**src/rtl/mrfm24_pkg.sv**
```systemverilog
// Shared constants for the MRFM 24-bit signed sample path.
package mrfm24_pkg;

    localparam int SAMPLE_W  = 24;
    localparam int SHIFT_W   = 8;
    localparam int SHIFT_MAX = 22;
    localparam int CNT_W     = 16;

    localparam logic [SAMPLE_W-1:0] POS_FULL = 24'h7FFFFF;
    localparam logic [SAMPLE_W-1:0] NEG_FULL = 24'h800000;

endpackage

```
**src/rtl/shl_sat24.sv**
```systemverilog
// Combinational arithmetic left shift with saturation to WIDTH bits.
module shl_sat24
    import mrfm24_pkg::SAMPLE_W, mrfm24_pkg::SHIFT_W;
#(
    parameter int WIDTH     = SAMPLE_W,
    parameter int SHIFT_MAX = mrfm24_pkg::SHIFT_MAX
) (
    input  logic [WIDTH-1:0]   in,
    input  logic [SHIFT_W-1:0] shift_eff,
    output logic [WIDTH-1:0]   out,
    output logic               sat
);

    localparam int FW = WIDTH + SHIFT_MAX;

    logic [FW-1:0]    ext;
    logic [FW-1:0]    full;
    logic [SHIFT_MAX:0] top;
    logic             in_range;

    always_comb begin
        ext      = {{SHIFT_MAX{in[WIDTH-1]}}, in};
        full     = ext << shift_eff;
        // Result fits only when every bit above the output sign bit matches it.
        top      = full[FW-1:WIDTH-1];
        in_range = (&top) | ~(|top);
        out      = in_range ? full[WIDTH-1:0]
                            : {in[WIDTH-1], {(WIDTH-1){~in[WIDTH-1]}}};
        sat      = ~in_range;
    end

endmodule

```
**src/rtl/shifter24_up.sv**
```systemverilog
// Gain-up stage: two-stage strobed left shift with saturation and clip counter.
module shifter24_up
    import mrfm24_pkg::SAMPLE_W, mrfm24_pkg::SHIFT_W;
#(
    parameter int WIDTH     = SAMPLE_W,
    parameter int SHIFT_MAX = mrfm24_pkg::SHIFT_MAX,
    parameter int CNT_W     = mrfm24_pkg::CNT_W
) (
    input  logic               clock,
    input  logic               reset_n,
    input  logic               strobe_in,
    input  logic [WIDTH-1:0]   in,
    input  logic [SHIFT_W-1:0] shift,
    input  logic               clear,
    output logic               strobe_out,
    output logic [WIDTH-1:0]   out,
    output logic               sat,
    output logic               sat_sticky,
    output logic [CNT_W-1:0]   sat_count
);

    logic               v1;
    logic [WIDTH-1:0]   in1;
    logic [SHIFT_W-1:0] sh1;
    logic [SHIFT_W-1:0] shift_eff;
    logic [WIDTH-1:0]   shl_out;
    logic               shl_sat;
    logic               sat_evt;

    always_comb begin
        shift_eff = (shift <= SHIFT_W'(SHIFT_MAX)) ? shift : '0;
        sat_evt   = strobe_out & sat;
    end

    shl_sat24 #(
        .WIDTH     (WIDTH),
        .SHIFT_MAX (SHIFT_MAX)
    ) u_shl (
        .in        (in1),
        .shift_eff (sh1),
        .out       (shl_out),
        .sat       (shl_sat)
    );

    always_ff @(posedge clock or negedge reset_n) begin
        if (!reset_n) begin
            v1         <= 1'b0;
            in1        <= '0;
            sh1        <= '0;
            strobe_out <= 1'b0;
            out        <= '0;
            sat        <= 1'b0;
        end else begin
            v1 <= strobe_in;
            if (strobe_in) begin
                in1 <= in;
                sh1 <= shift_eff;
            end
            strobe_out <= v1;
            sat        <= v1 & shl_sat;
            if (v1)
                out <= shl_out;
        end
    end

    // A clear coinciding with a clip restarts the count at 1 so the event is kept.
    always_ff @(posedge clock or negedge reset_n) begin
        if (!reset_n) begin
            sat_count  <= '0;
            sat_sticky <= 1'b0;
        end else if (clear) begin
            sat_count  <= sat_evt ? CNT_W'(1) : '0;
            sat_sticky <= sat_evt;
        end else if (sat_evt) begin
            if (sat_count != '1)
                sat_count <= sat_count + CNT_W'(1);
            sat_sticky <= 1'b1;
        end
    end

endmodule
```
**config.mk**
```make
export PLATFORM = sky130hd
export DESIGN_NAME = shifter24_up
export DESIGN_NICKNAME = d
export VERILOG_FILES = /design/src/rtl/mrfm24_pkg.sv /design/src/rtl/shl_sat24.sv /design/src/rtl/shifter24_up.sv
export SDC_FILE = /design/constraint.sdc
export NUM_CORES = 1
export LEC_CHECK = 0
export ABC_AREA = 1
export CORE_MARGIN = 3
export CORE_UTILIZATION = 25
export DETAILED_ROUTE_END_ITERATION = 12
export MAX_ROUTING_LAYER = met4
export PLACE_DENSITY = 0.4
export SETUP_SLACK_MARGIN = 0.05
export SLEW_MARGIN = 10
export SYNTH_ARGS = -nofsm -noshare
export SYNTH_HDL_FRONTEND = slang
export SYNTH_SLANG_ARGS = --single-unit
```
**constraint.sdc**
```tcl
create_clock -name clock -period 2.8 [get_ports clock]
set_clock_uncertainty 0.2 [all_clocks]
set_input_delay 0.84 -clock clock [delete_from_list [all_inputs] [get_ports clock]]
set_output_delay 0.84 -clock clock [all_outputs]
set_load 0.005 [all_outputs]
```
==> results of run 1 <==
[flip-flops by register name, summed over array words and instances (netlist names)]
name	count
sat_count	16
sh1	8
sat_sticky	1
sat	1
out	24
strobe_out	1
v1	1
in1	24
[final timing paths]
kind,cells after the start,to,startpoint
worst max-delay path,18,out[11],sh1[0]
worst min-delay path,1,sat_count[6],reset_n
worst max register to register,18,out[11],sh1[0]
worst min register to register,2,sat_sticky,sat_sticky
max in group asynchronous,2,sh1[0],reset_n
min in group clock,2,sat_sticky,sat_sticky
[stage by stage]
step | util (%) | cell area (sq um) | hold slack, ps | setup TNS (ps) | power [mW]
floorplan | - | 5770 | 152 | 0 | 1.80
global placement | 32.2 | 7150 | 264 | -3220 | 2.27
detailed placement | 32.2 | 7150 | 264 | -1520 | 2.27
CTS | 34.9 | 7770 | 143 | 0 | 3.58
global route | 37.9 | 8420 | 145 | -3240 | 3.82
finish | 37.9 | 8420 | 147 | -2.59 | 3.60
[metal layers]
metal	share of wire (%)	up-vias	global-route usage, %
met5	0	-	-
met4	1.2	0	3.69
met3	3.9	16	2.62
met2	46	132	26.8
met1	49	2925	24.1
li1	-	3011	-
[repair_timing]
action,4_1_cts,5_1_grt
resized for setup,33,118
setup buffers,6,3
pin swaps,11,32
gates cloned,7,5
setup endpoints to repair,25,25
[area by class of cell]
type | count | area [sq um]
repair inverters | 1 | 16.3
clock buffers | 10 | 239
multi-input cells | 655 | 4030
fillers | 2345 | 13800
inverters | 45 | 193
clock inverters | 5 | 60.1
repair buffers | 162 | 1630
flip-flops and latches | 76 | 1900
well taps | 280 | 350
[layout by cell type (no fill, tap or decap), types with 3 or more instances in the layout]
master / n
sky130_fd_sc_hd__nand3_1: 100
sky130_fd_sc_hd__nand2_4: 3
sky130_fd_sc_hd__clkbuf_16: 14
sky130_fd_sc_hd__nor3_1: 6
sky130_fd_sc_hd__nand2_8: 3
sky130_fd_sc_hd__inv_1: 33
sky130_fd_sc_hd__nor2_2: 10
sky130_fd_sc_hd__nor2_1: 41
sky130_fd_sc_hd__nand2_1: 244
sky130_fd_sc_hd__buf_12: 9
sky130_fd_sc_hd__o22ai_1: 9
sky130_fd_sc_hd__nand4_1: 4
sky130_fd_sc_hd__nand3_4: 12
sky130_fd_sc_hd__clkdlybuf4s50_1: 76
sky130_fd_sc_hd__nor2_4: 7
sky130_fd_sc_hd__mux2_2: 23
sky130_fd_sc_hd__dfrtp_1: 75
sky130_fd_sc_hd__a21oi_1: 12
sky130_fd_sc_hd__o21ai_0: 12
sky130_fd_sc_hd__buf_4: 69
sky130_fd_sc_hd__o21ai_2: 5
sky130_fd_sc_hd__nand2_2: 36
sky130_fd_sc_hd__inv_2: 8
sky130_fd_sc_hd__nand3_2: 108
[power groups by stage]
| stage | Combinational, mW | Clock, mW | Sequential (mW) |
|---|---|---|---|
| 6_report | 1.12 | 1.22 | 1.26 |
| 3_3_place_gp | 0.996 | 0 | 1.28 |
| 5_1_grt | 1.23 | 1.32 | 1.27 |
| 2_1_floorplan | 0.543 | 0 | 1.26 |
| 3_5_place_dp | 0.991 | 0 | 1.28 |
| 4_1_cts | 1.04 | 1.28 | 1.26 |
[logic make-up (layout without fill, tap and decap cells)]
kind of cell | after synthesis | in the layout | share of synthesized area (%)
compound gates | 52 | 52 | 5.48
fa+ha+maj | 1 | 1 | 0.217
buf+inv | 92 | 223 | 8.97
flops | 76 | 76 | 32.9
mux | 23 | 23 | 4.49
simple gates | 574 | 579 | 47.9
==> results_tabular.tex, run 1 <==
\begin{tabular}{lr}
\hline
Metric & Value \\
\hline
\multicolumn{2}{l}{\textbf{Synth}} \\
Post-synthesis cell count & slightly above 800 \\
Post-synthesis net count & 855 \\
Count of cell types in the netlist & 42 \\
Leading cell types by count after synthesis & 276 x sky130\_fd\_sc\_hd\_\_nand2\_1, 180 x sky130\_fd\_sc\_hd\_\_nand3\_1, 76 x sky130\_fd\_sc\_hd\_\_dfrtp\_1 \\
Number of enable-type register cells in the synthesized netlist & 0 \\
Predominant post-synthesis flop cell & sky130\_fd\_sc\_hd\_\_dfrtp\_1 \\
Leading post-synthesis cells by cell area & sky130\_fd\_sc\_hd\_\_dfrtp\_1 33\%, sky130\_fd\_sc\_hd\_\_nand2\_1 18\%, sky130\_fd\_sc\_hd\_\_nand3\_1 16\% \\
Share of flip-flops with an asynchronous set or reset & 100\% \\
Sequential element share of the synthesized area & about a third \\
Cell area after synthesis & about 5800 sq um \\
Count leader, synth & sky130\_fd\_sc\_hd\_\_nand2\_1 \\
Ys Warns & 0 \\
Register bit count reported by yosys & 76 \\
Biggest area consumer among synthesized cells & sky130\_fd\_sc\_hd\_\_dfrtp\_1 \\
Fraction of synthesized cell area taken by the top area cell type & between 30\% and 40\% \\
Mean instance size in the synthesized netlist & 7.06 sq um \\
\multicolumn{2}{l}{\textbf{Floorplanning}} \\
Effective utilization at floorplan & $\sim$26\% \\
Core area & around 22000 sq um \\
Die area & roughly 25000 sq um \\
IO Count & 79 \\
Die X-Extent & 158 um \\
FP Rows & 54 \\
Y dimension of the die & between 150 and 200 um \\
\multicolumn{2}{l}{\textbf{Routing}} \\
Routed WL per cell & 17.0 um \\
Number of detailed-routing iterations run before antenna repair & 5 \\
Via Count & between 6000 and 7000 \\
Final wirelength & roughly 21000 um \\
Mean number of vias per cell & approximately 4.9 \\
1st-iter DRT viols & 358 \\
\# DRC & 0 \\
Post-detailed-route count of antenna-violating nets & 0 \\
\multicolumn{2}{l}{\textbf{Clocking}} \\
Number of sinks on the clock net & between 70 and 80 \\
Hold-fix buffer count after cts & 0 \\
CTS root buf & sky130\_fd\_sc\_hd\_\_clkbuf\_16 \\
Worst-skew pair later-pin latency & roughly 350 ps \\
Clock-pin slew of the registers on the worst-case setup and hold paths & about 70 ps \\
Cts bufs inserted & 9 \\
Max Buffers Root-to-Sink & 2 \\
Number of levels in the clock H-tree & 3 \\
Clock tree from TritonCTS & done \\
\multicolumn{2}{l}{\textbf{Power and ir drop}} \\
Flop pwr share & 34.9\% \\
Leak & between 3 and 4 nW \\
Clock group share of total power & between 30\% and 40\% \\
Proportion of total power due to net switching & 33.4\% \\
Power density cells & around 430 nW/um\^{}2 \\
Relative contribution of combinational cells to total power & between 30\% and 40\% \\
Internal cell power & 2.40 mW \\
Max rail drop VDD & 0.274 mV \\
Net Sw Power & $\sim$1.2 mW \\
\multicolumn{2}{l}{\textbf{Global routing}} \\
Maximum number of pins on one net before global-route repair & 39 \\
First-pass GRT wire length & between 30000 and 40000 um \\
GRT Total Usage & between 10\% and 20\% \\
Aggregate global routing overflow & 0 \\
Antenna violations before repair & 0 \\
Number of global-route vias before repair & between 5000 and 6000 \\
\multicolumn{2}{l}{\textbf{Timing}} \\
Worst rel slew slack & between 60\% and 70\% \\
Final Hold Vio Count & 0 \\
Endpoints failing setup & 2 \\
Min Tclk post-route & approximately 2800 ps \\
Fmax & $\sim$0.36 GHz \\
Unrepaired setup endpoints after global routing & yes \\
Worst Slack Setup Final & -1.70 ps \\
Worst-Margin Slew & slightly below 600 ps \\
Final worst-path cycle share & 100\% \\
Pins Over Slew Limit & 0 \\
\multicolumn{2}{l}{\textbf{Setup path}} \\
Critical path class & reg -> reg \\
Maximum fanout along the worst path & 7 \\
Req. time, crit path & 2840 ps \\
Kind of launch point of the worst setup path & flip-flop \\
FF-to-FF setup slack & -2 ps \\
Data arrival time of the worst path & roughly 2800 ps \\
Slowest cell delay on critical path & 380 ps \\
Count of buffer and inverter cells on the critical path & 3 \\
Crit end category & flip-flop \\
Slowest CP cell & sky130\_fd\_sc\_hd\_\_dfrtp\_2 \\
Top Family by Delay on Critical Path & simple AND/OR/NAND/NOR gates \\
Series of cell instances along the critical path & buf\_12, buf\_4, nand3\_1, nand3\_1, nand3\_1, nand3\_1, o21ai\_4, nand2\_1, nand2\_1, nor2\_2, nand3b\_1, nor2\_2, nand3\_4, buf\_12, nand3\_4, nand2\_1, nand2\_1, nand2\_1 \\
Most numerous cell on the critical path & sky130\_fd\_sc\_hd\_\_nand2\_1 \\
\multicolumn{2}{l}{\textbf{Run status}} \\
Run status & finished with violations \\
Violated checks & setup timing \\
\multicolumn{2}{l}{\textbf{Placed design}} \\
Number of I/O port buffers & 78 \\
Post-Place Setup Slack & -79.6 ps \\
Weighted congestion reported at the end of routability-driven placement & between 0.9 and 1 \\
Placed cell count & roughly 1200 \\
Dpl hpwl & 15000 um \\
\multicolumn{2}{l}{\textbf{Finish}} \\
Nets & approximately 1000 \\
Share of cells above drive strength 1 & $\sim$34\% \\
Post-Layout Cell Count & roughly 1200 \\
Layout Area Growth over Synthesis & 45.9\% \\
Diodes inserted & 0 \\
\multicolumn{2}{l}{\textbf{Worst hold path}} \\
Worst min-delay path class & in -> async \\
\multicolumn{2}{l}{\textbf{Run}} \\
Max-cap viol count & 0 \\
\hline
\end{tabular}
No activity file was read; power rests on OpenSTA's default activity.
==> run 2: changes to the inputs <==
--- a/config.mk
+++ b/config.mk
@@ -6,6 +6,7 @@
 export NUM_CORES = 1
 export LEC_CHECK = 0
 export ABC_AREA = 1
+export CAP_MARGIN = 20
 export CORE_MARGIN = 3
 export CORE_UTILIZATION = 25
 export DETAILED_ROUTE_END_ITERATION = 12
==> results of run 2 <==
Same layout as run 1: the final DEF is identical, and so are final timing and power.
